### config.mk
export PLATFORM = sky130hd
export DESIGN_NAME = serial_adder_ctrl
export DESIGN_NICKNAME = d
export VERILOG_FILES = /design/src/rtl/serial_adder_ctrl.sv
export SDC_FILE = /design/constraint.sdc
export NUM_CORES = 1
export LEC_CHECK = 0
export CAP_MARGIN = 30
export CORE_ASPECT_RATIO = 0.5
export CORE_MARGIN = 3
export CORE_UTILIZATION = 40
export DETAILED_ROUTE_END_ITERATION = 16
export DONT_BUFFER_PORTS = 1
export SETUP_SLACK_MARGIN = 0.05
export SYNTH_ARGS = -nofsm -noshare
export SYNTH_HDL_FRONTEND = slang
export SYNTH_SLANG_ARGS = --single-unit
export TNS_END_PERCENT = 20
### constraint.sdc
create_clock -name clk -period 2.5 [get_ports clk]
set_input_delay 0.25 -clock clk [delete_from_list [all_inputs] [get_ports clk]]
set_output_delay 0.25 -clock clk [all_outputs]
set_load 0.03 [all_outputs]
### src/rtl/serial_adder_ctrl.sv
// Bit-serial adder: one full-adder slice stepped LSB first over WIDTH cycles.
// Result and carry-out are registered and held until the next completion.
module serial_adder_ctrl #(
  parameter int WIDTH = 8
) (
  input  logic             clk,
  input  logic             rst,
  input  logic             start,
  input  logic [WIDTH-1:0] a,
  input  logic [WIDTH-1:0] b,
  output logic             busy,
  output logic             done,
  output logic [WIDTH-1:0] sum,
  output logic             cout
);

  localparam int CW = $clog2(WIDTH + 1);
  localparam logic [CW-1:0] LAST = CW'(WIDTH - 1);

  typedef enum logic [1:0] {
    IDLE,
    RUN,
    DONE
  } state_t;

  state_t           state;
  logic [WIDTH-1:0] sa;
  logic [WIDTH-1:0] sb;
  logic [WIDTH-1:0] psum;
  logic [CW-1:0]    cnt;
  logic             carry;

  logic             h1_s;
  logic             h1_c;
  logic             h2_s;
  logic             h2_c;
  logic             c_nx;
  logic [WIDTH-1:0] top_bit;
  logic [WIDTH-1:0] psum_nx;

  // Two half adders plus a carry OR form the full-adder slice.
  always_comb begin
    h1_s = sa[0] ^ sb[0];
    h1_c = sa[0] & sb[0];
    h2_s = h1_s ^ carry;
    h2_c = h1_s & carry;
    c_nx = h1_c | h2_c;
    top_bit = '0;
    top_bit[WIDTH-1] = h2_s;
    psum_nx = (psum >> 1) | top_bit;
  end

  always_ff @(posedge clk or posedge rst) begin
    if (rst) begin
      state <= IDLE;
      sa    <= '0;
      sb    <= '0;
      psum  <= '0;
      cnt   <= '0;
      carry <= 1'b0;
      busy  <= 1'b0;
      done  <= 1'b0;
      sum   <= '0;
      cout  <= 1'b0;
    end else begin
      case (state)
        IDLE: begin
          if (start) begin
            sa    <= a;
            sb    <= b;
            psum  <= '0;
            carry <= 1'b0;
            cnt   <= '0;
            busy  <= 1'b1;
            state <= RUN;
          end
        end
        RUN: begin
          psum  <= psum_nx;
          sa    <= sa >> 1;
          sb    <= sb >> 1;
          carry <= c_nx;
          cnt   <= cnt + CW'(1);
          if (cnt == LAST) begin
            sum   <= psum_nx;
            cout  <= c_nx;
            busy  <= 1'b0;
            done  <= 1'b1;
            state <= DONE;
          end
        end
        DONE: begin
          done  <= 1'b0;
          state <= IDLE;
        end
        default: begin
          busy  <= 1'b0;
          done  <= 1'b0;
          state <= IDLE;
        end
      endcase
    end
  end

endmodule

==> results.md, run 1 <==
- The run finished with clean final reports.
- The critical setup path kind is flip-flop to flip-flop.
- In the routed design, unresolved DRC markers number 0.
- By area the synthesized netlist is led by sky130_fd_sc_hd__dfrtp_1, sky130_fd_sc_hd__mux2_4, sky130_fd_sc_hd__a22o_1.
- Of all flip-flops after synthesis, the portion carrying an async set or reset was 100%.
- The worst register-to-register path has a depth of 4.
- The wire-length estimate of the detail-placed layout is 2.23 mm.
- Setup repair after global routing left no endpoint under its margin.
- The antenna cell count is 0.
- The signal arrival time at the worst endpoint is 1.89 ns.
- Clock-pin slew was measured on the worst setup and hold paths at 0.08 ns.
- Routability-driven placement finished with a final weighted congestion of 0.741.
- The total instance count after detailed placement is 201.
- Dividing the final minimum period by the clock period gives 68.8%.
- The number of DRC markers in iteration 0 is 42.
- The number of buffers added on ports is 0.
- TritonCTS built the clock tree.
- The worst path needs 1.72 ns of the cycle, external delays included.
- The H-tree was split into 2 levels.
- The count of pins over their slew limit is 0.
- The count of unique library cells instantiated by Yosys is 32.
- The layout overhead on the synthesized area is 7.26%.
- By count the netlist is led by sky130_fd_sc_hd__dfrtp_1, sky130_fd_sc_hd__nand2_1, sky130_fd_sc_hd__a31oi_1.
- The classification of the worst-slack hold path is input port to flip-flop.
- The synthesized design contains 0 enable-type register cells.
- In this run the register-to-register setup slack is 0.78 ns.
- The endpoint identified for the worst register-to-register timing path is sum[4].
- The total number of nets in the final design is 176.
- The largest driver fanout on the critical path is 19.
- Once the floorplan was initialized, standard cells occupied 43.9% of the core.
- Dividing the detail-routed via count by the number of cells gives 5.47.
- The worst vdd rail ir drop is 0.000332 V.
- Of the synthesized area, sequential elements account for 56.7%.
- The clock root buffer is sky130_fd_sc_hd__clkbuf_8.
- The count of TritonRoute iterations in the first routing pass is 4.
- The vertical die dimension is 53.6 microns.
- In the final layout, the share of cells above drive strength 1 is 15.4%.
- The largest net degree at the start of global routing is 42.
- The full die area is 5410 sq um.
- The beginning of the critical path is state[1].
- The count of state elements after synthesis is 41.
- For this run, the total global-route usage over all layers was measured as 14.1%.
- The max capacitance violation total is 0.
- After global routing the overflow that remains totals 0.
- The final layout contains routed wiring with a total length of 3.43 mm.
- STA classifies the critical path startpoint as a flip-flop.
- The worst setup path is captured at a flip-flop.
- The share of the synthesized area in the top cell type is 56.7%.
- The relative slew slack is 54.8%.
- The total clock buffers created by CTS is 5.
- For this design the ratio of total power to cell area is 1240 nW/um^2.
- Summed over all instances, the cell type with the most area after synthesis is sky130_fd_sc_hd__dfrtp_1.
- The area of the core is 4120 sq um.
- The count of final hold-check violations is 0.
- Static timing analysis puts the maximum clock frequency at 581 MHz.
- The top flip-flop cell by instance count after synthesis is sky130_fd_sc_hd__dfrtp_1.
- The summed negative setup slack over all endpoints is 0 ns.
- The die is 101 microns wide.
- At the pin with the least slew margin, the transition time is 0.676 ns.
- The net count of the mapped netlist is 176.
- The via count of the routed design is 1149.
- The most common cell in the synthesized netlist is sky130_fd_sc_hd__dfrtp_1.
- Excluding fillers, the count of instances in the completed layout stands at 210.
- The number of placement rows is 16.
- The number of top-level pins is 30.
- The setup clock skew after layout is 0.00749 ns.
- In this run the static leakage power is 0.876 nW.
- For this run, the number of Yosys warnings is 0.
- The number of antenna violations at the first check in global routing was 0.
- The longest clock path from root to sink contains 2 buffers.
- Dividing the detail-routed wire length by the instance count gives 16.3 microns.
- After synthesis the cells add up to 1810 sq um.
- In this run, post-CTS repair resized a total of 0 instances.
- Dividing the synthesized area by the synthesized cell count gives 11.7 sq um.
- The number of global-route vias before repair was 1129.
- The first global-routing pass estimated 5.88 mm of wire.
- Setup violations remaining at the end of the flow were counted as 0.
- The critical path ends at sum[4].
- The source of the worst register-to-register timing path is state[1].
- The cell count after synthesis came out at 155.
- Counting the fill cells in the layout gives 378.
- The antenna violation net count after detailed routing is 0.
- The clock reaches the later pin of the worst-skew pair after 0.28 ns.
- The critical path data required time is 2.67 ns.
- The clock sink count is 41.
## metrics by stage
step / power, mW / hold slack [ns] / worst slack (ns) / instance area (sq um) / utilization, %
5_1_grt: 2.61 / 0.0884 / 0.623 / 1940 / 47.1
6_report: 2.41 / 0.0939 / 0.779 / 1940 / 47.1
2_1_floorplan: 1.83 / 0.383 / 1.12 / 1810 / -
4_1_cts: 2.44 / 0.0902 / 0.742 / 1940 / 47.1
3_3_place_gp: 1.94 / 0.301 / 0.803 / 1830 / 44.4
3_5_place_dp: 1.97 / 0.302 / 0.759 / 1830 / 44.4
## worst min path at each step
stage,startpoint,cells after the start,endpoint
final,a[7],1,sa[7]
after global routing,a[7],1,sa[7]
after CTS,a[7],1,sa[7]
after global placement,rst,2,sum[6]
after floorplan,b[7],1,sb[7]
after detailed placement,rst,2,sum[6]
## metal layers
metal | vias to the layer above | global-route usage, % | routed length (microns)
li1 | 550 | - | -
met1 | 564 | 19.5 | 1640
met2 | 33 | 20.5 | 1500
met3 | 2 | 6.34 | 272
met4 | 0 | 2.65 | 18
met5 | - | 0 | 0
## final cells by class
cell class / instances / area, sq um / share of cell area [%]
Sequential cell: 41 / 1030 / 52.9
Timing Repair Buffer: 4 / 32.5 / 1.68
Multi-Input combinational cell: 98 / 694 / 35.8
Clock buffer: 7 / 96.3 / 4.96
Inverter: 5 / 18.8 / 0.967
Clock inverter: 1 / 5.00 / 0.258
Tap cell: 54 / 67.6 / 3.48
## flip-flops by register name, indices dropped and copies added, names as in the netlist
signal and flops:
sum 8, carry 1, cnt 4, done 1, cout 1, psum 7
busy 1, sa 8, sb 8, state 2
## cells in the final DEF (no fill, tap or decap), drive strengths merged
cell and n:
dfrtp 41, nand2 17, o21ai 16, a31oi 15, and2 14, a22o 11
mux2 9, clkbuf 7, inv 5, buf 3, nor2b 2, o21bai 1
nand3 1, a41oi 1, and3 1, nand2b 1, nand3b 1, nor2 1
o21a 1, nor3b 1, a21oi 1, a21o 1, a311o 1, fa 1
ha 1, clkinv 1, dlygate4sd3 1
## worst max-delay path: stages (launching register included)
cell and delay, ns:
sky130_fd_sc_hd__dfrtp_1 0.60, sky130_fd_sc_hd__nand2b_1 0.28, sky130_fd_sc_hd__nor2_2 0.15, sky130_fd_sc_hd__buf_4 0.23, sky130_fd_sc_hd__mux2_2 0.35
## kinds of logic (layout without fill, tap and decap cells)
family | after synthesis | after routing | share of synthesized area (%)
compound gates | 48 | 48 | 18.1
fa+ha+maj | 2 | 2 | 1.80
buf+inv | 16 | 17 | 4.91
flops | 41 | 41 | 56.7
mux | 9 | 9 | 7.26
simple gates | 39 | 39 | 11.2
## power by group
part / switching [mW] / total (mW) / leakage [nW] / internal [mW]
clock: 0.225 / 0.474 / 0.0542 / 0.250
sequential: 0.348 / 1.26 / 0.533 / 0.916
combinational: 0.321 / 0.675 / 0.289 / 0.355
total: 0.893 / 2.41 / 0.876 / 1.52
## repair_timing
| action | in CTS | in global routing |
|---|---|---|
| setup buffers | 0 | 0 |
| hold buffers | 1 | 0 |
| hold endpoints to repair | 2 | 0 |
(Power assumes the default switching activity.)
==> inputs of run 2 (changes only) <==
Clock period 2.5 ns to 1.5 ns, I/O delays scaled along.
==> results.md, run 2 (synthesis gave the netlist of run 1 again) <==
- Unrepaired setup endpoints after global routing: yes (was no).
- Top library cells by usage in the layout, fill and taps aside: sky130_fd_sc_hd__dfrtp_1, sky130_fd_sc_hd__nand2_1, sky130_fd_sc_hd__a31oi_1 (unchanged).
- The number of vias per cell after detailed routing is 5.30 (was 5.47).
- The final instance count without filler cells came to 223 (was 210).
- The count of pins over their slew limit was 0 (unchanged).
- The average routed wire per standard cell came to 16.0 microns (was 16.3 microns).
- The power per cell area is 2040 nW/um^2 (was 1240 nW/um^2).
- The number of antenna violations at the first check in global routing is 0 (unchanged).
- The total global routing overflow is 0 (unchanged).
- The sort of element at the start of the critical path was a flip-flop (unchanged).
- The kind of cell adding the most delay to the critical path is flip-flops (unchanged).
- The clock root buffer is sky130_fd_sc_hd__clkbuf_8 (unchanged).
- The classification of the worst-slack hold path is input port to flip-flop (unchanged).
- The combined buffer and inverter count along the critical path is 1 (unchanged).
- The final clock period utilization by the worst path is 92.6% (was 68.8%).
- The vertical die dimension is 53.6 microns (unchanged).
- The multi-input combinational cell area came to 701 sq um (was 694 sq um).
- The slack of the worst reg-to-reg path is 0.11 ns (was 0.78 ns).
- The number of top-level pins is 30 (unchanged).
- The leakage power is 0.939 nW (was 0.876 nW).
- The effective utilization at floorplan is 43.9% (unchanged).
- The total number of nets in the final design came to 190 (was 176).
- The weighted congestion reported at the end of routability-driven placement is 0.770 (was 0.741).
- The worst vdd rail ir drop is 0.000578 V (was 0.000332 V).
- The global-route total usage across every layer came to 14.8% (was 14.1%).
- The critical path data required time was 1.68 ns (was 2.67 ns).
- The number of global-route vias before repair is 1214 (was 1129).
- The clock input transition at the sequential cells of the worst setup and hold paths is 0.07 ns (was 0.08 ns).
- The post-layout total power is 4.21 mW (was 2.41 mW).
- Largest registers: sa: 8 flops, sb: 8 flops, sum: 8 flops (unchanged).
- The critical setup path kind is flip-flop to flip-flop (unchanged).
- The proportion of layout cells with a drive suffix above 1 is 20.7% (was 15.4%).
- The area of the core is 4120 sq um (unchanged).
- The number of placement rows is 16 (unchanged).
- The commonest non-fill, non-tap cell in the layout is sky130_fd_sc_hd__dfrtp_1 (unchanged).
- The type of element capturing the critical path is a flip-flop (unchanged).
- The relative slew slack came to 65.2% (was 54.8%).
- The signal arrival time at the worst endpoint was 1.57 ns (was 1.89 ns).
- The clock tree from TritonCTS was yes (unchanged).
- The cell at the slowest stage of the critical path was sky130_fd_sc_hd__dfrtp_1 (unchanged).
- The antenna cell count was 0 (unchanged).
- The via count of the routed design came to 1181 (was 1149).
- The post-detailed-placement half-perimeter wirelength is 2.34 mm (was 2.23 mm).
- The largest net degree at the start of global routing is 42 (unchanged).
- The die outline width came to 101 microns (unchanged).
- The antenna violation net count after detailed routing is 0 (unchanged).
- The minimum clock period after layout is 1.39 ns (was 1.72 ns).
- The sequential cell area in the final layout is 1030 sq um (unchanged).
- Status: finished clean (unchanged).
- The number of inserted filler cells in the final layout is 367 (was 378).
- The count of final hold-check violations is 0 (unchanged).
- The layout overhead on the synthesized area is 14.2% (was 7.26%).
- The slew at the pin closest to its max-slew limit is 0.522 ns (was 0.676 ns).
- Critical path cell sequence: ha_2, nand3b_1, nor2_2, buf_12, mux2_4 (was nand2b_1, nor2_2, buf_4, mux2_2).
- The total clock buffers created by CTS is 5 (unchanged).
- The post-route DRC violation count came to 0 (unchanged).
- The finished layout cell area is 2070 sq um (was 1940 sq um).
- The largest driver fanout on the critical path is 10 (was 19).
- The full die area is 5410 sq um (unchanged).
- The final setup violation count is 0 (unchanged).
- The count of TritonRoute iterations in the first routing pass is 4 (unchanged).
- The number of DRC markers in iteration 0 is 31 (was 42).
- The setup clock skew after layout was 0.00218 ns (was 0.00749 ns).
- The summed negative setup slack over all endpoints is 0 ns (unchanged).
- The post-placement cell area is 1930 sq um (was 1830 sq um).
- The number of buffers added on ports is 0 (unchanged).
- The clock sink count is 41 (unchanged).
- The H-tree depth reported by CTS is 2 (unchanged).
- The wire length of the first global-routing pass is 6.13 mm (was 5.88 mm).
- The total routed wirelength came to 3.56 mm (was 3.43 mm).
- The maximum buffer depth of the clock tree is 2 (unchanged).
- The max capacitance violation total is 0 (unchanged).
- The latest clock arrival within the worst-skew pair was 0.29 ns (was 0.28 ns).
- The maximum cell stage delay along the critical path is 0.36 ns (was 0.60 ns).
- The maximum frequency from static timing analysis is 720 MHz (was 581 MHz).
- The total instance count after detailed placement is 211 (was 201).
[run 2: cell count changes in the layout (fill, tap and decap cells not counted)]
cell,delta
sky130_fd_sc_hd__buf_4,+10
sky130_fd_sc_hd__clkinv_2,-1
sky130_fd_sc_hd__mux2_2,-1
sky130_fd_sc_hd__ha_2,+1
sky130_fd_sc_hd__clkbuf_1,+1
sky130_fd_sc_hd__clkbuf_8,-1
sky130_fd_sc_hd__buf_12,+2
sky130_fd_sc_hd__ha_1,-1
sky130_fd_sc_hd__mux2_4,+1
sky130_fd_sc_hd__dlygate4sd3_1,+2
[run 2: final cells by class]
type	instances	share of cell area [%]
well taps	54	3.27
repair buffers	18	8.11
multi-input cells	98	33.9
inverters	5	0.908
clock buffers	7	4.18
flip-flops and latches	41	49.6
[run 2: worst paths after layout]
path,start,endpoint,depth (start not counted)
worst max-delay path,cnt[1],sum[7],5
worst min-delay path,a[2],sa[2],2
worst max register to register,cnt[1],sum[7],5
worst min register to register,sb[1],sb[1],2
max in group asynchronous,rst,sb[6],3
min in group asynchronous,rst,sum[1],3
[run 2: power by group]
group / internal [mW] / switching [mW] / total, mW
clock: 0.365 / 0.360 / 0.725
sequential: 1.53 / 0.479 / 2.01
combinational: 0.781 / 0.696 / 1.48
[run 2: timing repair]
action,in CTS,in global routing
setup buffers,0,2
hold endpoints to repair,43,0
hold buffers,3,0
resized for setup,0,2
setup endpoints to repair,0,9
[run 2: per-stage QoR]
stage	setup WS, ns	utilization, %	hold WS, ns
after floorplan	0.115	-	0.283
after global placement	0.102	46.8	0.197
after detailed placement	0.0647	46.8	0.204
after CTS	0.0551	49.6	0.0623
after global routing	0.0190	50.1	0.0723
final	0.111	50.1	0.0733
[run 2: routing by layer]
layer | part of all wire [%] | wire length, microns | vias up | track usage, %
li1 | - | - | 577 | -
met1 | 51 | 1800 | 578 | 20.4
met3 | 5.7 | 203 | 2 | 5.43
met2 | 43 | 1530 | 24 | 21.5
met5 | 0 | 0 | - | 0
met4 | 0.53 | 19 | 0 | 4.86
